--- config.mk ---
export PLATFORM = sky130hd
export DESIGN_NAME = seg7_scan_capture_flat
export DESIGN_NICKNAME = d
export VERILOG_FILES = /design/src/rtl/seg7_scan_if.sv /design/src/rtl/seg7_scan_capture.sv /design/src/flat_wrapper.sv
export SDC_FILE = /design/constraint.sdc
export NUM_CORES = 1
export LEC_CHECK = 0
export ABC_AREA = 1
export CAP_MARGIN = 20
export CORE_UTILIZATION = 30
export CTS_BUF_LIST = sky130_fd_sc_hd__clkbuf_16
export DETAILED_ROUTE_END_ITERATION = 12
export DONT_BUFFER_PORTS = 1
export GPL_TIMING_DRIVEN = 1
export SYNTH_ARGS = -nofsm -noshare
export SYNTH_HDL_FRONTEND = slang
export SYNTH_SLANG_ARGS = --single-unit
--- constraint.sdc ---
create_clock -name clk -period 4.7 [get_ports clk]
set_input_delay 1.175 -clock clk [delete_from_list [all_inputs] [get_ports clk]]
set_output_delay 1.175 -clock clk [all_outputs]
set_load 0.005 [all_outputs]
--- src/rtl/seg7_scan_if.sv ---
// Multiplexed seven-segment bus (an/seg) plus the rebuilt-frame readback of the capture monitor.
interface seg7_scan_if;
   logic [3:0]  an;
   logic [7:0]  seg;
   logic [31:0] frame;
   logic        frame_valid;
   logic        frame_changed;
   logic        an_error;
   logic        stale;
   logic [15:0] hex;
   logic [3:0]  hex_ok;

   modport master (output an, seg,
                   input  frame, frame_valid, frame_changed, an_error, stale, hex, hex_ok);
   modport slave  (input  an, seg,
                   output frame, frame_valid, frame_changed, an_error, stale, hex, hex_ok);
endinterface

--- src/rtl/seg7_scan_capture.sv ---
// Samples a multiplexed 4-digit active-low seven-segment bus and rebuilds the displayed frame.
// Optional hex readback of the frame is enabled with `define SEG7_SCAN_HEX_DECODE_EN.
module seg7_scan_capture #(
   parameter int unsigned SETTLE_CYCLES  = 16,
   parameter int unsigned TIMEOUT_CYCLES = 200_000
) (
   input  logic       clk,
   input  logic       rst_n,
   seg7_scan_if.slave bus
);
   localparam int unsigned CW = (SETTLE_CYCLES > 2) ? $clog2(SETTLE_CYCLES - 1) : 1;
   localparam int unsigned TW = $clog2(TIMEOUT_CYCLES);
   // Counter value seen on the edge where the value has been stable SETTLE_CYCLES cycles
   localparam logic [CW-1:0] CNT_CAP  = CW'(SETTLE_CYCLES - 2);
   localparam logic [TW-1:0] TOUT_MAX = TW'(TIMEOUT_CYCLES - 1);
   localparam logic [TW-1:0] TOUT_PRE = TW'(TIMEOUT_CYCLES - 2);

   logic [3:0]       an_q;
   logic [7:0]       seg_q;
   logic [11:0]      prev_q;
   logic [CW-1:0]    cnt;
   logic             captured;
   logic [TW-1:0]    tcnt;
   logic [3:0][7:0]  shadow;
   logic [3:0]       seen;
   logic [31:0]      frame_r;
   logic             fv_r;
   logic             fc_r;
   logic             stale_r;

   logic             an_valid;
   logic             an_err;
   logic [1:0]       idx;
   logic             same;
   logic             cap;
   logic             done;
   logic             timeout;

   // Anode classification and capture/completion/timeout decisions from the registered bus
   always_comb begin
      idx = 2'd0;
      for (int i = 0; i < 4; i++) begin
         if (!an_q[i]) idx = 2'(i);
      end
      an_valid = ($countones(~an_q) == 1);
      an_err   = ($countones(~an_q) > 1);
      same     = ({an_q, seg_q} == prev_q);
      cap      = an_valid && same && !captured && (cnt == CNT_CAP);
      done     = (seen == 4'hF);
      timeout  = !cap && (tcnt >= TOUT_PRE);
   end

   always_ff @(posedge clk) begin
      if (!rst_n) begin
         an_q     <= 4'hF;
         seg_q    <= 8'hFF;
         prev_q   <= '0;
         cnt      <= '0;
         captured <= 1'b0;
         tcnt     <= '0;
         shadow   <= '0;
         seen     <= '0;
         frame_r  <= '0;
         fv_r     <= 1'b0;
         fc_r     <= 1'b0;
         stale_r  <= 1'b0;
      end else begin
         an_q   <= bus.an;
         seg_q  <= bus.seg;
         prev_q <= {an_q, seg_q};

         if (an_valid && same) begin
            if (cnt != CNT_CAP) cnt <= cnt + CW'(1);
         end else begin
            cnt      <= '0;
            captured <= 1'b0;
         end

         if (cap) tcnt <= '0;
         else if (tcnt != TOUT_MAX) tcnt <= tcnt + TW'(1);

         fv_r <= done;
         fc_r <= done && (shadow != frame_r);
         if (done) begin
            frame_r <= shadow;
            stale_r <= 1'b0;
         end else if (timeout) begin
            stale_r <= 1'b1;
         end

         // A capture on the completion edge keeps its seen bit (last assignment wins)
         if (done || timeout) seen <= '0;
         if (cap) begin
            captured    <= 1'b1;
            shadow[idx] <= ~seg_q;
            seen[idx]   <= 1'b1;
         end
      end
   end

   assign bus.frame         = frame_r;
   assign bus.frame_valid   = fv_r;
   assign bus.frame_changed = fc_r;
   assign bus.an_error      = an_err;
   assign bus.stale         = stale_r;

`ifdef SEG7_SCAN_HEX_DECODE_EN
   logic [15:0] hex_r;
   logic [3:0]  hex_ok_r;

   // Returns {recognised, nibble}; dp is excluded by the caller
   function automatic logic [4:0] decode(input logic [6:0] p);
      case (p)
         7'h3F: return {1'b1, 4'h0};
         7'h06: return {1'b1, 4'h1};
         7'h5B: return {1'b1, 4'h2};
         7'h4F: return {1'b1, 4'h3};
         7'h66: return {1'b1, 4'h4};
         7'h6D: return {1'b1, 4'h5};
         7'h7D: return {1'b1, 4'h6};
         7'h07: return {1'b1, 4'h7};
         7'h7F: return {1'b1, 4'h8};
         7'h6F: return {1'b1, 4'h9};
         7'h77: return {1'b1, 4'hA};
         7'h7C: return {1'b1, 4'hB};
         7'h39: return {1'b1, 4'hC};
         7'h5E: return {1'b1, 4'hD};
         7'h79: return {1'b1, 4'hE};
         7'h71: return {1'b1, 4'hF};
         default: return 5'd0;
      endcase
   endfunction

   always_ff @(posedge clk) begin
      if (!rst_n) begin
         hex_r    <= '0;
         hex_ok_r <= '0;
      end else if (done) begin
         for (int i = 0; i < 4; i++) begin
            {hex_ok_r[i], hex_r[4*i +: 4]} <= decode(shadow[i][6:0]);
         end
      end
   end

   assign bus.hex    = hex_r;
   assign bus.hex_ok = hex_ok_r;
`else
   assign bus.hex    = '0;
   assign bus.hex_ok = '0;
`endif
endmodule

--- src/flat_wrapper.sv ---
// flat-port wrapper written by rule: the top's interface ports become plain ports
module seg7_scan_capture_flat 
#(
   parameter int unsigned SETTLE_CYCLES  = 16,
   parameter int unsigned TIMEOUT_CYCLES = 200_000
)
  (clk, rst_n, bus_an, bus_seg, bus_frame, bus_frame_valid, bus_frame_changed, bus_an_error, bus_stale, bus_hex, bus_hex_ok);
  seg7_scan_if bus_i ();
  input  logic clk;
  input  logic rst_n;
  input wire logic [$bits(bus_i.an)-1:0] bus_an;
  input wire logic [$bits(bus_i.seg)-1:0] bus_seg;
  output wire logic [$bits(bus_i.frame)-1:0] bus_frame;
  output wire logic [$bits(bus_i.frame_valid)-1:0] bus_frame_valid;
  output wire logic [$bits(bus_i.frame_changed)-1:0] bus_frame_changed;
  output wire logic [$bits(bus_i.an_error)-1:0] bus_an_error;
  output wire logic [$bits(bus_i.stale)-1:0] bus_stale;
  output wire logic [$bits(bus_i.hex)-1:0] bus_hex;
  output wire logic [$bits(bus_i.hex_ok)-1:0] bus_hex_ok;
  assign bus_i.an = bus_an;
  assign bus_i.seg = bus_seg;
  assign bus_frame = bus_i.frame;
  assign bus_frame_valid = bus_i.frame_valid;
  assign bus_frame_changed = bus_i.frame_changed;
  assign bus_an_error = bus_i.an_error;
  assign bus_stale = bus_i.stale;
  assign bus_hex = bus_i.hex;
  assign bus_hex_ok = bus_i.hex_ok;
  seg7_scan_capture #(.SETTLE_CYCLES(SETTLE_CYCLES), .TIMEOUT_CYCLES(TIMEOUT_CYCLES)) u_core (.clk(clk), .rst_n(rst_n), .bus(bus_i));
endmodule
==> results of run 1 <==
through the flow:
step | cell area, µm² | total power (µW)
global route | 6130 | 2360
finish | 6130 | 2270
detailed placement | 5600 | 1140
CTS | 6120 | 2290
floorplan | 5560 | 1140
global placement | 5600 | 1140
area by class of cell:
type	instances	area, µm²	area share (%)
clock buffers	17	425	6.94
multi-input cells	522	2600	42.4
well taps	229	287	4.68
repair buffers	4	30.0	0.490
flip-flops and latches	118	2360	38.5
clock inverters	14	96.3	1.57
inverters	85	319	5.21
diodes	3	7.51	0.122
flip-flops by register name, indices dropped and copies added (netlist names):
register and flops:
u_core.seg_q 8, u_core.an_q 4, u_core.captured 1, u_core.cnt 4
u_core.seen 4, u_core.bus.frame_changed 1, u_core.tcnt 18, u_core.bus.frame 32
u_core.prev_q 12, u_core.bus.frame_valid 1, u_core.shadow 32, u_core.bus.stale 1
worst max-delay path by stage:
| stage | start | end | depth (start not counted) |
|---|---|---|---|
| after global placement | u_core.an_q[2] | u_core.shadow[6] | 14 |
| after CTS | u_core.an_q[2] | bus_an_error | 6 |
| after global routing | u_core.an_q[2] | bus_an_error | 6 |
| after detailed placement | u_core.an_q[2] | u_core.shadow[6] | 14 |
| after floorplan | u_core.an_q[2] | bus_an_error | 6 |
| final | u_core.an_q[2] | bus_an_error | 6 |
per-layer routing:
metal / part of all wire [%] / vias up / track usage, %
li1: - / 2359 / -
met1: 48 / 1992 / 16.6
met2: 45 / 91 / 21.3
met3: 5.9 / 14 / 4.97
met4: 1.3 / 0 / 5.68
met5: 0 / - / 0
worst reg2reg max path: stages (launching register included):
cell and delay [ps]:
dfxtp_1 410, inv_1 80, ha_1 290, ha_1 210, fa_1 430, inv_1 80
nand3_1 60, nor2_1 140, nand2_1 60, nor2_1 100, nand2_1 90, nor2_4 580
nand4_1 180, nand2_1 110, nor2_1 40
logic make-up (layout without fill, tap and decap cells):
logic type / count (synthesis) / after routing
and+or+nand+nor: 423 / 423
buffers and inverters: 132 / 120
DFF: 118 / 118
AOI/OAI and AO/OA: 38 / 38
xor gates and xnor gates: 31 / 31
adders and majority gates: 9 / 9
other: 1 / 23
muxes: 1 / 1
power groups by stage:
stage | clock, µW | sequential, µW | combinational [µW]
final | 1150 | 1030 | 87.6
after global routing | 1220 | 1040 | 102
after CTS | 1170 | 1030 | 88.0
after detailed placement | 0 | 1050 | 87.1
after global placement | 0 | 1050 | 86.5
after floorplan | 0 | 1050 | 93.1
cells in the final DEF, fill, tap and decap left out, drive strengths merged:
master    synthesis  routed
fa                1       1
o22ai            11      11
ha                8       8
clkinvlp          0       3
clkbuf           11      17
or2              13      13
inv              85      87
or3               1       1
dfxtp           118     118
nand3            48      48
bufinv            0       1
conb              1      20
o21ai             4       4
nand2           176     176
nor3             11      11
diode             0       3
clkinv            0       8
a211oi            1       1
nor2            121     121
buf              36       4
a31oi             2       2
nand4            50      50
mux2i             1       1
xor2             10      10
xnor2            21      21
nor3b             2       2
a21oi            20      20
nor4              1       1
==> flow_metrics.tcl, run 1 <==
set metrics [dict create \
    drtAntennaViolNets 0 \
    die_w_um 137 \
    yosysWarnings 0 \
    htree_levels 4 \
    comb_power_share_pct 3.9 \
    totalNegativeSetupSlack_ps 0 \
    totalWireLength_um 12100 \
    crit_slowest_cell "fa_1" \
    status "completed" \
    fin_util_pct 34.1 \
    fp.dieH_um 137 \
    clock_power_share_pct 50.6 \
    ys_top_cells_by_count "175 x nand2_1, 118 x dfxtp_1, 117 x nor2_1" \
    grt_overflow 0 \
    wire_per_inst_um 12.2 \
    worstReg2RegEnd "u_core.shadow[6]" \
    cp_cell_sequence "inv_1 > ha_1 > ha_1 > fa_1 > inv_1 > nand2_1" \
    reg2regPathDepth 14 \
    setup_viol 0 \
    cts_tree "yes" \
    crit_arrival_ps 2040 \
    synth-main-ff-cell "dfxtp_1" \
    ys_ff_latch 118 \
    synth_top_area_cell "dfxtp_1" \
    synth_top_area_share_pct 43.1 \
    firstDrtPassIters 5 \
    fp-row-count 49 \
    area_growth_pct 11.7 \
    slew_headroom_pct 49.6 \
    ctsResizeCount 0 \
    power.internal_uw 1750 \
    post-cts-setup-buffers 0 \
    crit_path_max_fanout 5 \
    fin_cells 992 \
    grt_pass1_wl_um 19700 \
    slowest_delay_ps 480 \
    fin_skew_ps 7.39 \
    place_worst_setup_slack_ps 1740 \
    finalHoldViolCount 0 \
    synthMuxAreaShare_pct 0.182 \
    seqPwrFrac_pct 45.5 \
    ys_seq_area_share_pct 43.1 \
    p_leak_uw 0.00266 \
    synth_xor_area_share_pct 4.95 \
    critPathLaunchType "register" \
    crit_path_end_kind "primary output" \
    via_count 4456 \
    synth_cell_types 34 \
    yosysMostFrequentCell "nand2_1" \
    yosys.area_share.simple_pct 34.8 \
    ys_top_cells_by_area "dfxtp_1 43%, nand2_1 12%, nor2_1 8.0%" \
    grt_max_degree 70 \
    viasPerCell 4.49 \
    synth_adder_area_share_pct 2.19 \
    min_path_cells 2 \
    worstMarginPinSlew_ps 755 \
    syn_area_per_cell_um2 7.29 \
    place.gp.congestion 0.771 \
    required_ps 3520 \
    io_pins 70 \
    drtIter0Drc 249 \
    insertion_delay_ps 420 \
    cts_buffers 17 \
    cp_top_family "adder cells" \
    cts.clk_slew.worst_paths_ps 50 \
    critPathBufInv 2 \
    switching_power_uw 523 \
    fillers 1901 \
    holdCritStartpoint "u_core.an_q[0]" \
    synth_compound_area_share_pct 3.88 \
    hold_path.class "register to register" \
    synth_top_family_by_area "simple AND/OR/NAND/NOR gates" \
    worstSetupPathType "register to primary output" \
    dp_cells 958 \
    clockRootBuffer "clkbuf_16" \
    holdBufCountCts 0 \
    drive_gt1_share_pct 8.03 \
    synth_cells 753 \
    synthArstFlopShare_pct 0 \
    cts_buffer_depth 2 \
    final_nets 771 \
    r2r_slack_ps 1730 \
    period_share_pct 68.4 \
    antenna_found_initial 2 \
    maxCapViolations 0 \
    initial_core_util_pct 30.5 \
    port_buffers 0 \
    cts_sinks 118 \
    timing.rr.start "u_core.an_q[2]" \
    rsz0062_at_grt "no" \
    grt_pass1_vias 4017 \
    synth_edf_count 0 \
    power_density_nw_per_um2 371 \
    coreArea_um2 18000 \
    syn_area_um2 5490 \
    peakVddDrop_mv 0.227 \
    drc 0 \
    min_to "u_core.prev_q[8]" \
    dieArea_um2 18800 \
    hpwl_um 8180 \
    whs_ps 445 \
    maxSlewViolCount 0 \
    max_freq_ghz 0.311 \
    power.share.switching_pct 23.0 \
    track_usage_pct 13.6 \
    worst_slack_ps 1490 \
    layout_min_cycle_time_ps 3210 \
]
Power figures use the tool's default switching activity.
==> inputs of run 2 (changes only) <==
==> constraint.sdc (replaced) <==
create_clock -name clk -period 2.95 [get_ports clk]
set_input_delay 0.7375 -clock clk [delete_from_list [all_inputs] [get_ports clk]]
set_output_delay 0.7375 -clock clk [all_outputs]
set_load 0.005 [all_outputs]
==> run 2 against run 1 <==
  * Flip-flop and latch count unchanged
  * Non-clock buffer count rose by 2
  * Combinational power up 60%
  * First-iteration DRC count grew 8.4%
  * Global-route usage up 0.33 points
  * Count of clock-buffer cells in the layout unchanged
  * Total power is 73% higher
  * Sequential share of layout area is 0.72 points lower
  * Highest routed layer unchanged
  * Hold slack worse by 20 ps
  * Clock power grew 86%
  * Via count up 0.74%
  * Core utilization up 0.65 points
  * Largest power group unchanged
==> flow_metrics.tcl, run 2 (synthesized netlist as in run 1, its figures left out) <==
set metrics [dict create \
    layout_common_cells "175 x nand2_1, 118 x dfxtp_1, 117 x nor2_1" \
    critPathLaunchType "register" \
    holdCritStartpoint "bus_an[2]" \
    p_leak_uw 0.00270 \
    r2r_slack_ps 270 \
    post-cts-setup-buffers 0 \
    clock_power_share_pct 54.5 \
    finalHoldViolCount 0 \
    fin_cells 994 \
    final_nets 773 \
    drtIter0Drc 270 \
    grt_pass1_wl_um 20100 \
    holdBufCountCts 0 \
    worstReg2RegEnd "u_core.shadow[22]" \
    seqPwrFrac_pct 42.0 \
    ctsResizeCount 0 \
    multi_input_area_um2 2600 \
    power.share.switching_pct 22.0 \
    worstSetupPathType "register to primary output" \
    drc 0 \
    required_ps 2210 \
    cts_sinks 118 \
    place.gp.congestion 0.796 \
    final-seq-area_um2 2360 \
    worstMarginPinSlew_ps 709 \
    power.internal_uw 3060 \
    port_buffers 0 \
    cts_tree "yes" \
    viasPerCell 4.52 \
    cts_buffers 17 \
    power_density_nw_per_um2 629 \
    fillers 1913 \
    grt_overflow 0 \
    maxSlewViolCount 0 \
    max_freq_ghz 0.363 \
    layout_min_cycle_time_ps 2760 \
    io_pins 70 \
    dp_cells 960 \
    clockRootBuffer "clkbuf_16" \
    min_to "u_core.an_q[2]" \
    hold_path.class "input port to register" \
    cts.clk_slew.worst_paths_ps 50 \
    initial_core_util_pct 30.5 \
    fp.dieH_um 137 \
    maxCapViolations 0 \
    period_share_pct 93.4 \
    antenna_found_initial 2 \
    grt_max_degree 70 \
    status "completed" \
    cts_buffer_depth 2 \
    via_count 4489 \
    rsz0062_at_grt "no" \
    slew_headroom_pct 52.7 \
    peakVddDrop_mv 0.314 \
    track_usage_pct 13.9 \
    switching_power_uw 862 \
    hpwl_um 8280 \
    grt_pass1_vias 4127 \
    fin_skew_ps 9.43 \
    drive_gt1_share_pct 8.52 \
    totalWireLength_um 12100 \
    reg2regPathDepth 13 \
    drtAntennaViolNets 0 \
    fp-row-count 49 \
    totalNegativeSetupSlack_ps 0 \
    setup_viol 0 \
    crit_path_end_kind "primary output" \
    insertion_delay_ps 410 \
    final_common_cell "nand2_1" \
    firstDrtPassIters 6 \
    whs_ps 425 \
    crit_arrival_ps 2020 \
    coreArea_um2 18000 \
    crit_path_max_fanout 5 \
    timing.rr.start "u_core.an_q[2]" \
    area_growth_pct 13.8 \
    die_w_um 137 \
    dieArea_um2 18800 \
    wire_per_inst_um 12.1 \
    comb_power_share_pct 3.6 \
    min_path_cells 1 \
    htree_levels 4 \
]
[run 2: cell count changes in the layout (fill, tap and decap cells not counted), sizes merged]
cell	change
clkinv	-4
bufinv	+3
buf	+2
clkinvlp	+1
diode	-1
inv	+1
[run 2: worst max path at each step]
stage | to | slack, ps | from
2_1_floorplan | u_core.tcnt[10] | 490 | u_core.an_q[2]
3_3_place_gp | u_core.shadow[17] | 290 | u_core.an_q[2]
3_5_place_dp | u_core.shadow[19] | 240 | u_core.an_q[2]
4_1_cts | bus_an_error | 150 | u_core.an_q[2]
5_1_grt | u_core.shadow[22] | 30 | u_core.an_q[2]
6_report | bus_an_error | 190 | u_core.an_q[2]
[run 2: metrics by stage]
stage	power (µW)	util, %	area, µm²	setup WS (ps)
2_1_floorplan	1820	-	5560	492
3_3_place_gp	1820	31.3	5630	285
3_5_place_dp	1820	31.3	5630	238
4_1_cts	3970	34.7	6240	149
5_1_grt	4070	34.8	6240	28.0
6_report	3930	34.8	6240	193
[run 2: worst max-delay path: stages, from the launching register on]
cell     delay (ps)
dfxtp_1         410
inv_1            70
ha_1            290
ha_1            210
fa_1            480
inv_1            50
nand2_1         110
[run 2: cell type report]
class / instances / share of cell area [%]
Antenna cell: 2 / 0.0801
Inverter: 85 / 5.11
Clock buffer: 17 / 6.81
Clock inverter: 15 / 3.01
Multi-Input combinational cell: 522 / 41.7
Sequential cell: 118 / 37.8
Tap cell: 229 / 4.59
Timing Repair Buffer: 6 / 0.922
[run 2: power groups by stage]
| stage | Sequential (µW) | Clock (µW) | Combinational, µW |
|---|---|---|---|
| floorplan | 1670 | 0 | 148 |
| global placement | 1680 | 0 | 139 |
| detailed placement | 1680 | 0 | 141 |
| CTS | 1650 | 2180 | 142 |
| global route | 1650 | 2260 | 165 |
| finish | 1650 | 2140 | 140 |
[run 2: per-layer routing]
metal / vias to the layer above / track usage (%) / wire length (µm)
li1: 2359 / - / -
met1: 2039 / 16.4 / 5560
met2: 89 / 22.6 / 5650
met3: 2 / 5.52 / 797
met4: 0 / 5.25 / 53
met5: - / 0 / 0
